--- src/rtl/fb_loader_if.sv ---
// rtl/fb_loader_if.sv - byte stream input and framebuffer write port of fb_loader
interface fb_loader_if #(
  parameter int ADDR_W = 16
);
  logic [7:0]        in_data;
  logic              in_valid;
  logic              in_ready;
  logic              wr_en;
  logic [ADDR_W-1:0] wr_addr;
  logic [2:0]        wr_data;

  // Upstream byte source / framebuffer observer side
  modport master (
    output in_data, in_valid,
    input  in_ready, wr_en, wr_addr, wr_data
  );

  // Loader side
  modport slave (
    input  in_data, in_valid,
    output in_ready, wr_en, wr_addr, wr_data
  );
endinterface

--- src/rtl/fb_loader.sv ---
// rtl/fb_loader.sv - unpacks a synced byte stream into sequential 3-bit framebuffer writes
module fb_loader #(
  parameter int          H_PIX     = 320,
  parameter int          V_PIX     = 120,
  parameter int          ADDR_W    = 16,
  parameter logic [7:0]  SYNC_BYTE = 8'hA5
) (
  input  logic       clk,
  input  logic       reset,
  fb_loader_if.slave bus,
  output logic       busy,
  output logic       frame_done,
  output logic [7:0] frame_count
);

  // Pixels are written two per byte in raster order, so one linear counter
  // covers row and column; the frame ends when the high pixel lands on the
  // last address (the pixel count is even, so that is always a high pixel).
  localparam int                N_PIX     = H_PIX * V_PIX;
  localparam logic [ADDR_W-1:0] LAST_ADDR = ADDR_W'(N_PIX - 1);

  typedef enum logic [1:0] {
    IDLE,
    WAIT_BYTE,
    WR_HI
  } state_t;

  state_t            state;
  logic [ADDR_W-1:0] addr;
  logic [ADDR_W-1:0] addr_hi;
  logic [2:0]        hi_buf;
  logic              xfer;
  logic              unused_bits;

  // Bits 7 and 3 of each byte carry no pixel data
  assign unused_bits = &{1'b0, bus.in_data[7], bus.in_data[3]};

  // Only the high-pixel write cycle stalls the stream
  assign bus.in_ready = (state != WR_HI);
  assign xfer         = bus.in_valid && bus.in_ready;
  assign addr_hi      = addr + ADDR_W'(1);

  // Frame FSM with registered write port and status outputs
  always_ff @(posedge clk) begin
    if (reset) begin
      state       <= IDLE;
      addr        <= '0;
      hi_buf      <= '0;
      bus.wr_en   <= 1'b0;
      bus.wr_addr <= '0;
      bus.wr_data <= '0;
      busy        <= 1'b0;
      frame_done  <= 1'b0;
      frame_count <= '0;
    end else begin
      bus.wr_en  <= 1'b0;
      frame_done <= 1'b0;
      case (state)
        IDLE: begin
          if (xfer && bus.in_data == SYNC_BYTE) begin
            addr  <= '0;
            busy  <= 1'b1;
            state <= WAIT_BYTE;
          end
        end
        WAIT_BYTE: begin
          // A sync-valued byte here is plain pixel data; no mid-frame resync
          if (xfer) begin
            bus.wr_en   <= 1'b1;
            bus.wr_addr <= addr;
            bus.wr_data <= bus.in_data[2:0];
            hi_buf      <= bus.in_data[6:4];
            state       <= WR_HI;
          end
        end
        WR_HI: begin
          bus.wr_en   <= 1'b1;
          bus.wr_addr <= addr_hi;
          bus.wr_data <= hi_buf;
          addr        <= addr + ADDR_W'(2);
          if (addr_hi == LAST_ADDR) begin
            frame_done  <= 1'b1;
            busy        <= 1'b0;
            frame_count <= frame_count + 8'd1;
            state       <= IDLE;
          end else begin
            state <= WAIT_BYTE;
          end
        end
        default: state <= IDLE;
      endcase
    end
  end

endmodule

--- src/flat_wrapper.sv ---
// flat-port wrapper written by rule: the top's interface ports become plain ports
module fb_loader_flat 
#(
  parameter int          H_PIX     = 320,
  parameter int          V_PIX     = 120,
  parameter int          ADDR_W    = 16,
  parameter logic [7:0]  SYNC_BYTE = 8'hA5
)
  (clk, reset, busy, frame_done, frame_count, bus_in_data, bus_in_valid, bus_in_ready, bus_wr_en, bus_wr_addr, bus_wr_data);
  fb_loader_if #(.ADDR_W(ADDR_W)) bus_i ();
  input  logic clk;
  input  logic reset;
  output logic busy;
  output logic frame_done;
  output logic [7:0] frame_count;
  input wire logic [$bits(bus_i.in_data)-1:0] bus_in_data;
  input wire logic [$bits(bus_i.in_valid)-1:0] bus_in_valid;
  output wire logic [$bits(bus_i.in_ready)-1:0] bus_in_ready;
  output wire logic [$bits(bus_i.wr_en)-1:0] bus_wr_en;
  output wire logic [$bits(bus_i.wr_addr)-1:0] bus_wr_addr;
  output wire logic [$bits(bus_i.wr_data)-1:0] bus_wr_data;
  assign bus_i.in_data = bus_in_data;
  assign bus_i.in_valid = bus_in_valid;
  assign bus_in_ready = bus_i.in_ready;
  assign bus_wr_en = bus_i.wr_en;
  assign bus_wr_addr = bus_i.wr_addr;
  assign bus_wr_data = bus_i.wr_data;
  fb_loader #(.H_PIX(H_PIX), .V_PIX(V_PIX), .ADDR_W(ADDR_W), .SYNC_BYTE(SYNC_BYTE)) u_core (.clk(clk), .reset(reset), .bus(bus_i), .busy(busy), .frame_done(frame_done), .frame_count(frame_count));
endmodule
--- config.mk ---
export PLATFORM = sky130hd
export DESIGN_NAME = fb_loader_flat
export DESIGN_NICKNAME = d
export VERILOG_FILES = /design/src/rtl/fb_loader_if.sv /design/src/rtl/fb_loader.sv /design/src/flat_wrapper.sv
export SDC_FILE = /design/constraint.sdc
export NUM_CORES = 1
export LEC_CHECK = 0
export CAP_MARGIN = 25
export CORE_UTILIZATION = 40
export CTS_CLUSTER_DIAMETER = 30
export DETAILED_ROUTE_END_ITERATION = 16
export GPL_ROUTABILITY_DRIVEN = 0
export PLACE_DENSITY = 0.66
export SYNTH_ARGS = -nofsm -noshare
export SYNTH_HDL_FRONTEND = slang
export SYNTH_SLANG_ARGS = --single-unit
--- constraint.sdc ---
create_clock -name clk -period 4.8 [get_ports clk]
set_input_delay 0.96 -clock clk [delete_from_list [all_inputs] [get_ports clk]]
set_output_delay 0.96 -clock clk [all_outputs]
set_load 0.05 [all_outputs]
==> results.cfg, run 1 <==
[clock_tree]
cts_hold_buf = 0
worstSkewPairLatency_ns = 0.30
numClockSinks = 50
cts_buffers = 5
clk_pin_slew_ns = 0.09
htreeDepth = 2
ctsResizeCount = 0
tritoncts = built
root_buffer = clkbuf_8
cts_buffer_depth = 2
post-cts-setup-buffers = 0

[sta]
hold_viol = 0
rsz0062_at_grt = false
timing.fmax_mhz = 299
setup-violations-final = 0
drv_slew = 0
period_share_pct = 69.7
worst_slack_ns = 1.45
slew-limit-headroom_pct = 35.1
worst_pin_slew_ns = 0.973
hold_ws_ns = 0.455
fin_skew_ns = 0.00841
finalSetupTns_ns = 0
final.min_clock_period_ns = 3.35

[setup_path]
cp_max_fo = 26
cp_data_required_time_ns = 3.84
worstSetupEndpointType = primary output
critPathArrivalTime_ns = 2.39
cp-start-kind = flip-flop
rrSetupSlack_ns = 2.53
crit_type = flip-flop to primary output

[synth]
ys_top_cells_by_area = dfxtp_1, nand2_1, nand3_1, a21oi_1, mux2i_1
synth.distinct_cells = 43
synth_common_cells = dfxtp_1, nand2_1, nand3_1
syn-cell-area_um2 = 2450
synth_flop_cell = dfxtp_1
syn_nets = 308
postSynth.asyncResetShare_pct = 0
syn_area_per_cell_um2 = 8.42
yosys_warnings = 0
ys_seq_elements = 50
synth_top_area_cell = dfxtp_1
ys_seq_area_share_pct = 40.8
synthMostInstantiatedCell = dfxtp_1
synth_top_area_share_pct = 40.8
synth_edf_count = 0
syn_inst = 291

[place]
dp_hpwl_um = 3780
portBuffers = 41
pre_cts_ws_ns = 1.78
place_area_um2 = 2890

[floorplan]
io_pins = 42
placementRows = 28
start_util_pct = 41.4
die_h_um = 80.3
die_area_um2 = 6440
die_x_um = 80.3
core_area_um2 = 5920

[drt]
drc = 0
first_pass_iters = 4
postRouteWirelength_um = 5590
drtIter0Drc = 241
ant_nets = 0
wire_per_inst_um = 14.0
via_count = 2273
vias_per_cell = 5.70

[power]
p_leak_uw = 0.00102
peakVddDrop_mv = 0.198
cellPowerDensity_nw_per_um2 = 337

[grt]
track_usage_pct = 18.5
grt_overflow = 0
antenna_found_initial = 0
grt_pass1_wl_um = 9320
grt_use_met2_pct = 29.2
grt_use_met3_pct = 3.75
busiest_layer = met2
grt_max_degree = 56
first_global_vias = 1945
grtUsageMet1_pct = 24.8

[status]
status = finished clean

[finish]
drive_above_1_share_pct = 7.10
nNetsFinal = 340
fin_area_um2 = 3000
diodes = 0
area_growth_pct = 22.3
post-route-util_pct = 50.6

[hold_path]
hold_class = flip-flop to flip-flop

[job]
maxCapViolCount = 0
==> worst max-delay path, cell delays in order, from the launching register on <==
cell and delay (ns):
dfxtp_1 0.36, inv_1 0.08, ha_1 0.20, buf_4 0.22, inv_1 0.34, clkdlybuf4s50_1 0.89
==> final timing paths <==
path,startpoint,end,cells after the start
worst max-delay path,u_core.state[0],bus_in_ready,5
worst min-delay path,u_core.bus.wr_addr[13],u_core.bus.wr_addr[13],2
worst max register to register,u_core.state[0],u_core.addr[8],7
worst min register to register,u_core.bus.wr_addr[13],u_core.bus.wr_addr[13],2
==> cell type report <==
cell class | count | area (um^2)
Clock buffer | 7 | 76.3
Clock inverter | 1 | 30.0
Fill cell | 570 | 2920
Inverter | 5 | 18.8
Multi-Input combinational cell | 217 | 1350
Sequential cell | 50 | 1000
Tap cell | 75 | 93.8
Timing Repair Buffer | 44 | 428
==> routing by layer <==
metal,share of wire (%),vias up,wire length (um)
li1,-,1138,-
met1,48,1066,2680
met2,46,58,2580
met3,4.5,11,249
met4,1.5,0,84
met5,0,-,0
==> logic make-up (layout without fill, tap and decap cells) <==
group                    count (synthesis)  after routing  share of synthesized area [%]
buffers and inverters                   24             57                           4.08
multiplexers                            11             11                           4.54
AND/OR/NAND/NOR                        140            140                           32.1
AO/OA/AOI/OAI                           60             60                           15.4
adder cells (fa/ha/maj)                  6              6                           3.06
flip-flops                              50             50                           40.8
==> placed cells by master (no fill, tap or decap), types with 4 or more instances in the layout <==
cell type | Yosys | routed
nand2_1 | 42 | 42
clkbuf_8 | 0 | 5
a211oi_1 | 4 | 4
clkdlybuf4s50_1 | 0 | 40
and4_1 | 4 | 4
a31oi_1 | 8 | 8
or2_2 | 4 | 4
a21oi_1 | 26 | 26
nor2_1 | 13 | 13
nand3_1 | 27 | 27
nor2b_1 | 4 | 4
or3_1 | 4 | 4
nor3_1 | 4 | 4
ha_1 | 6 | 6
dfxtp_1 | 50 | 50
inv_1 | 5 | 5
mux2i_1 | 10 | 10
or4b_1 | 6 | 6
o21ai_0 | 5 | 4
nand4_1 | 8 | 8
==> metrics by stage <==
step / std cells / power (uW)
6_report: 399 / 1010
5_1_grt: 399 / 1060
4_1_cts: 399 / 1020
2_1_floorplan: 291 / 649
3_5_place_dp: 391 / 725
3_3_place_gp: 391 / 720
==> sequential cells by signal (all words and copies together), names as in the netlist <==
signal              cells
u_core.bus.wr_addr     16
u_core.addr            15
u_core.frame_count      8
u_core.bus.wr_data      3
u_core.hi_buf           3
u_core.state            2
u_core.bus.wr_en        1
u_core.busy             1
u_core.frame_done       1
==> where the power goes <==
part / internal (uW) / switching (uW)
clock network: 156 / 141
logic: 88.6 / 178
registers: 434 / 12.1
Note: power is estimated with default switching activity, not from simulation.
==> inputs of run 2 (changes only) <==
--- a/config.mk
+++ b/config.mk
@@ -10,7 +10,7 @@
 export CTS_CLUSTER_DIAMETER = 30
 export DETAILED_ROUTE_END_ITERATION = 16
 export GPL_ROUTABILITY_DRIVEN = 0
-export PLACE_DENSITY = 0.66
+export PLACE_DENSITY = 0.69
 export SYNTH_ARGS = -nofsm -noshare
 export SYNTH_HDL_FRONTEND = slang
 export SYNTH_SLANG_ARGS = --single-unit
==> constraint.sdc (replaced) <==
create_clock -name clk -period 2.7 [get_ports clk]
set_input_delay 0.54 -clock clk [delete_from_list [all_inputs] [get_ports clk]]
set_output_delay 0.54 -clock clk [all_outputs]
set_load 0.05 [all_outputs]
==> results.cfg, run 2 (same netlist as run 1, synthesis figures left out) <==
[finish]
post-route-util_pct = 51.6
final_common_cell = dfxtp_1
largest_register_ffs = 16
diodes = 0
area_growth_pct = 24.6
drive_above_1_share_pct = 8.84
fin_cells = 403
nNetsFinal = 344
most-common-layout-cells = dfxtp_1, nand2_1, clkdlybuf4s50_1
top_register = u_core.bus.wr_addr
reg.largest.list = u_core.bus.wr_addr x16, u_core.addr x15, u_core.frame_count x8

[sta]
final.min_clock_period_ns = 2.16
drv_slew = 0
slew-limit-headroom_pct = 63.5
finalSetupTns_ns = 0
setup-violations-final = 0
worst_pin_slew_ns = 0.534
period_share_pct = 80.0
hold_ws_ns = 0.455
timing.fmax_mhz = 463
fin_skew_ns = 0.0113
rsz0062_at_grt = false
hold_viol = 0

[clock_tree]
ctsResizeCount = 0
cts_hold_buf = 0
htreeDepth = 2
root_buffer = clkbuf_8
cts_buffer_depth = 2
post-cts-setup-buffers = 0
worstSkewPairLatency_ns = 0.31
cts_buffers = 5
clk_pin_slew_ns = 0.09
numClockSinks = 50
tritoncts = built

[drt]
wire_per_inst_um = 14.2
drc = 0
first_pass_iters = 4
postRouteWirelength_um = 5710
ant_nets = 0
via_count = 2329
vias_per_cell = 5.78
drtIter0Drc = 95

[place]
dp.cells = 395
dp_hpwl_um = 3860
portBuffers = 41

[setup_path]
path_delay_family = buffers and inverters
critPathArrivalTime_ns = 1.62
worst-path-stages = 1
cp-start-kind = flip-flop
crit_type = flip-flop to primary output
crit_slowest_cell = clkdlybuf4s50_1
r2r_cells = 7
cp_max_fo = 7
path_cells = clkdlybuf4s50_1
cp_data_required_time_ns = 2.16
worstSetupEndpointType = primary output
critical-path-max-stage-delay_ns = 0.85
critPathBufInv = 1

[floorplan]
core_area_um2 = 5920
die_x_um = 80.3
start_util_pct = 41.4
die_area_um2 = 6440
io_pins = 42
placementRows = 28
die_h_um = 80.3

[power]
p_sw_share_pct = 33.5
p_comb_share_pct = 27.1
p_int_uw = 1220
seqPwrFrac_pct = 43.2
cellPowerDensity_nw_per_um2 = 603
p_switching_uw = 617
pwr-share-clk_pct = 29.8
peakVddDrop_mv = 0.375
p_leak_uw = 0.00104
total_power_uw = 1840

[grt]
grt_overflow = 0
antenna_found_initial = 0
grt_max_degree = 56
grt_pass1_wl_um = 10000
track_usage_pct = 19.4
first_global_vias = 2118

[job]
maxCapViolCount = 0

[status]
status = finished clean

[hold_path]
hold_class = flip-flop to flip-flop
hold_depth = 2
-- run 2: cell types whose count changed in the layout (fill, tap and decap cells not counted) --
cell,before,now
buf_4,3,7
clkbuf_1,2,0
buf_12,0,1
buf_2,1,0
clkinv_4,0,1
inv_6,0,1
-- run 2: final timing paths --
check | endpoint | start | slack [ns]
setup reg to reg | u_core.addr[8] | u_core.state[0] | 0.56
hold / removal | u_core.bus.wr_addr[12] | u_core.bus.wr_addr[12] | 0.46
hold reg to reg | u_core.bus.wr_addr[12] | u_core.bus.wr_addr[12] | 0.46
setup / recovery | frame_count[0] | u_core.frame_count[0] | 0.54
-- run 2: through the flow --
stage | instance area (um^2) | setup WS [ns]
final | 3050 | 0.541
after global routing | 3050 | 0.367
after CTS | 3050 | 0.539
after detailed placement | 2940 | 0.407
after global placement | 2940 | 0.463
after floorplan | 2450 | 0.765
-- run 2: power by group through the flow --
stage | clock network, uW | registers [uW] | logic (uW)
CTS | 560 | 795 | 500
detailed placement | 0 | 811 | 498
floorplan | 0 | 876 | 278
global route | 590 | 800 | 550
finish | 548 | 794 | 498
global placement | 0 | 810 | 493
-- run 2: routing by layer --
metal	share of wire (%)	track usage, %	vias up
li1	-	-	1146
met2	48	31.7	62
met1	46	26.2	1113
met5	0	0	-
met4	1.0	6.07	0
met3	4.9	2.84	8
-- run 2: layout make-up --
type / instances / area (um^2)
clock buffers: 5 / 68.8
clock inverters: 3 / 47.5
fillers: 560 / 2870
inverters: 5 / 18.8
multi-input cells: 217 / 1350
flip-flops and latches: 50 / 1000
well taps: 75 / 93.8
repair buffers: 48 / 473
==> inputs of run 3 (changes only) <==
==> constraint.sdc (replaced) <==
create_clock -name clk -period 1.9 [get_ports clk]
set_input_delay 0.38 -clock clk [delete_from_list [all_inputs] [get_ports clk]]
set_output_delay 0.38 -clock clk [all_outputs]
set_load 0.05 [all_outputs]
==> results.cfg, run 3 (same netlist as run 1, synthesis figures left out) <==
[grt]
grt_max_degree = 18
grt_overflow = 0
track_usage_pct = 19.5
first_global_vias = 2145
grt_pass1_wl_um = 9860
antenna_found_initial = 0

[drt]
vias_per_cell = 5.53
first_pass_iters = 4
wire_per_inst_um = 13.6
postRouteWirelength_um = 5880
drc = 0
ant_nets = 0
via_count = 2387
drtIter0Drc = 101

[finish]
nNetsFinal = 374
most-common-layout-cells = buf_4, dfxtp_1, nand2_1
post-route-util_pct = 54.5
fin_cells = 432
top_register = u_core.bus.wr_addr
fin_area_um2 = 3230
area_growth_pct = 31.8
diodes = 0
largest_register_ffs = 16
reg.largest.list = u_core.bus.wr_addr x16, u_core.addr x15, u_core.frame_count x8
drive_above_1_share_pct = 21.3

[clock_tree]
post-cts-setup-buffers = 0
worstSkewPairLatency_ns = 0.31
root_buffer = clkbuf_8
tritoncts = built
htreeDepth = 2
clk_pin_slew_ns = 0.10
numClockSinks = 50
cts_buffer_depth = 2
cts_buffers = 5

[floorplan]
die_h_um = 80.3
die_x_um = 80.3
core_area_um2 = 5920
io_pins = 42
placementRows = 28
die_area_um2 = 6440
start_util_pct = 41.4

[setup_path]
cp-start-kind = flip-flop
startpoint = u_core.bus.wr_data[0]
critPathArrivalTime_ns = 1.45
path_cells = clkdlybuf4s50_1
cp_max_fo = 2
cp_data_required_time_ns = 1.52
rr_startpoint = u_core.state[1]
critPathBufInv = 1
worst-path-stages = 1
path_delay_family = buffers and inverters
r2r_cells = 6
crit_slowest_cell = clkdlybuf4s50_1
crit_type = flip-flop to primary output
critical-path-max-stage-delay_ns = 0.80
worstSetupEndpointType = primary output

[place]
place_area_um2 = 3120
dp_hpwl_um = 4330
portBuffers = 41
dp.cells = 425

[sta]
rsz0062_at_grt = false
final.min_clock_period_ns = 1.83
hold_ws_ns = 0.456
worst_pin_slew_ns = 0.497
setup-violations-final = 0
slew-limit-headroom_pct = 66.8
period_share_pct = 96.6
fin_skew_ns = 0.0165
hold_viol = 0
timing.fmax_mhz = 545
drv_slew = 0

[power]
peakVddDrop_mv = 0.566
total_power_uw = 2580
p_leak_uw = 0.00123
cellPowerDensity_nw_per_um2 = 800

[status]
status = finished clean

[job]
maxCapViolCount = 0

[hold_path]
hold_depth = 2
hold_class = flip-flop to flip-flop
min-delay-start = u_core.bus.wr_addr[12]
-- run 3: per-layer routing --
| layer | up-vias | wire, um | track usage [%] |
|---|---|---|---|
| li1 | 1203 | - | - |
| met1 | 1133 | 2640 | 24.2 |
| met5 | - | 0 | 0 |
| met2 | 45 | 2940 | 34.2 |
| met3 | 6 | 220 | 3.18 |
| met4 | 0 | 71 | 5.89 |
-- run 3: worst min-delay path, delay by kind of cell, from the launching register on --
kind             cells  cell delay [ns]
AO/OA/AOI/OAI        1             0.05
AND/OR/NAND/NOR      1             0.05
flip-flops           1             0.32
-- run 3: final cells by class --
class | instances | area [um^2]
Clock inverter | 2 | 15.0
Tap cell | 75 | 93.8
Multi-Input combinational cell | 217 | 1370
Inverter | 5 | 18.8
Timing Repair Buffer | 78 | 664
Clock buffer | 5 | 68.8
Fill cell | 566 | 2690
Sequential cell | 50 | 1000
-- run 3: worst paths after layout --
kind	to	slack (ns)
min reg2reg	u_core.bus.wr_addr[12]	0.46
max	bus_wr_data[0]	0.07
min	u_core.bus.wr_addr[12]	0.46
max reg2reg	u_core.addr[6]	0.14
-- run 3: where the power goes --
| group | switching, uW | leakage, uW | internal (uW) | total (uW) |
|---|---|---|---|---|
| combinational | 486 | 0.000787 | 355 | 841 |
| clock | 367 | 0.0000362 | 252 | 619 |
| sequential | 28.9 | 0.000403 | 1100 | 1120 |
| total | 882 | 0.00123 | 1700 | 2580 |
-- run 3: what timing repair did --
action	CTS	global route
setup endpoints to repair	0	11
hold buffers	0	0
resized for setup	0	7
-- run 3: stage by stage --
| step | setup TNS (ns) | worst slack [ns] |
|---|---|---|
| after floorplan | 0 | 0.0859 |
| after global placement | -0.704 | -0.122 |
| after detailed placement | -0.922 | -0.177 |
| after CTS | 0 | 0.0330 |
| after global routing | 0 | 0.000950 |
| final | 0 | 0.0650 |
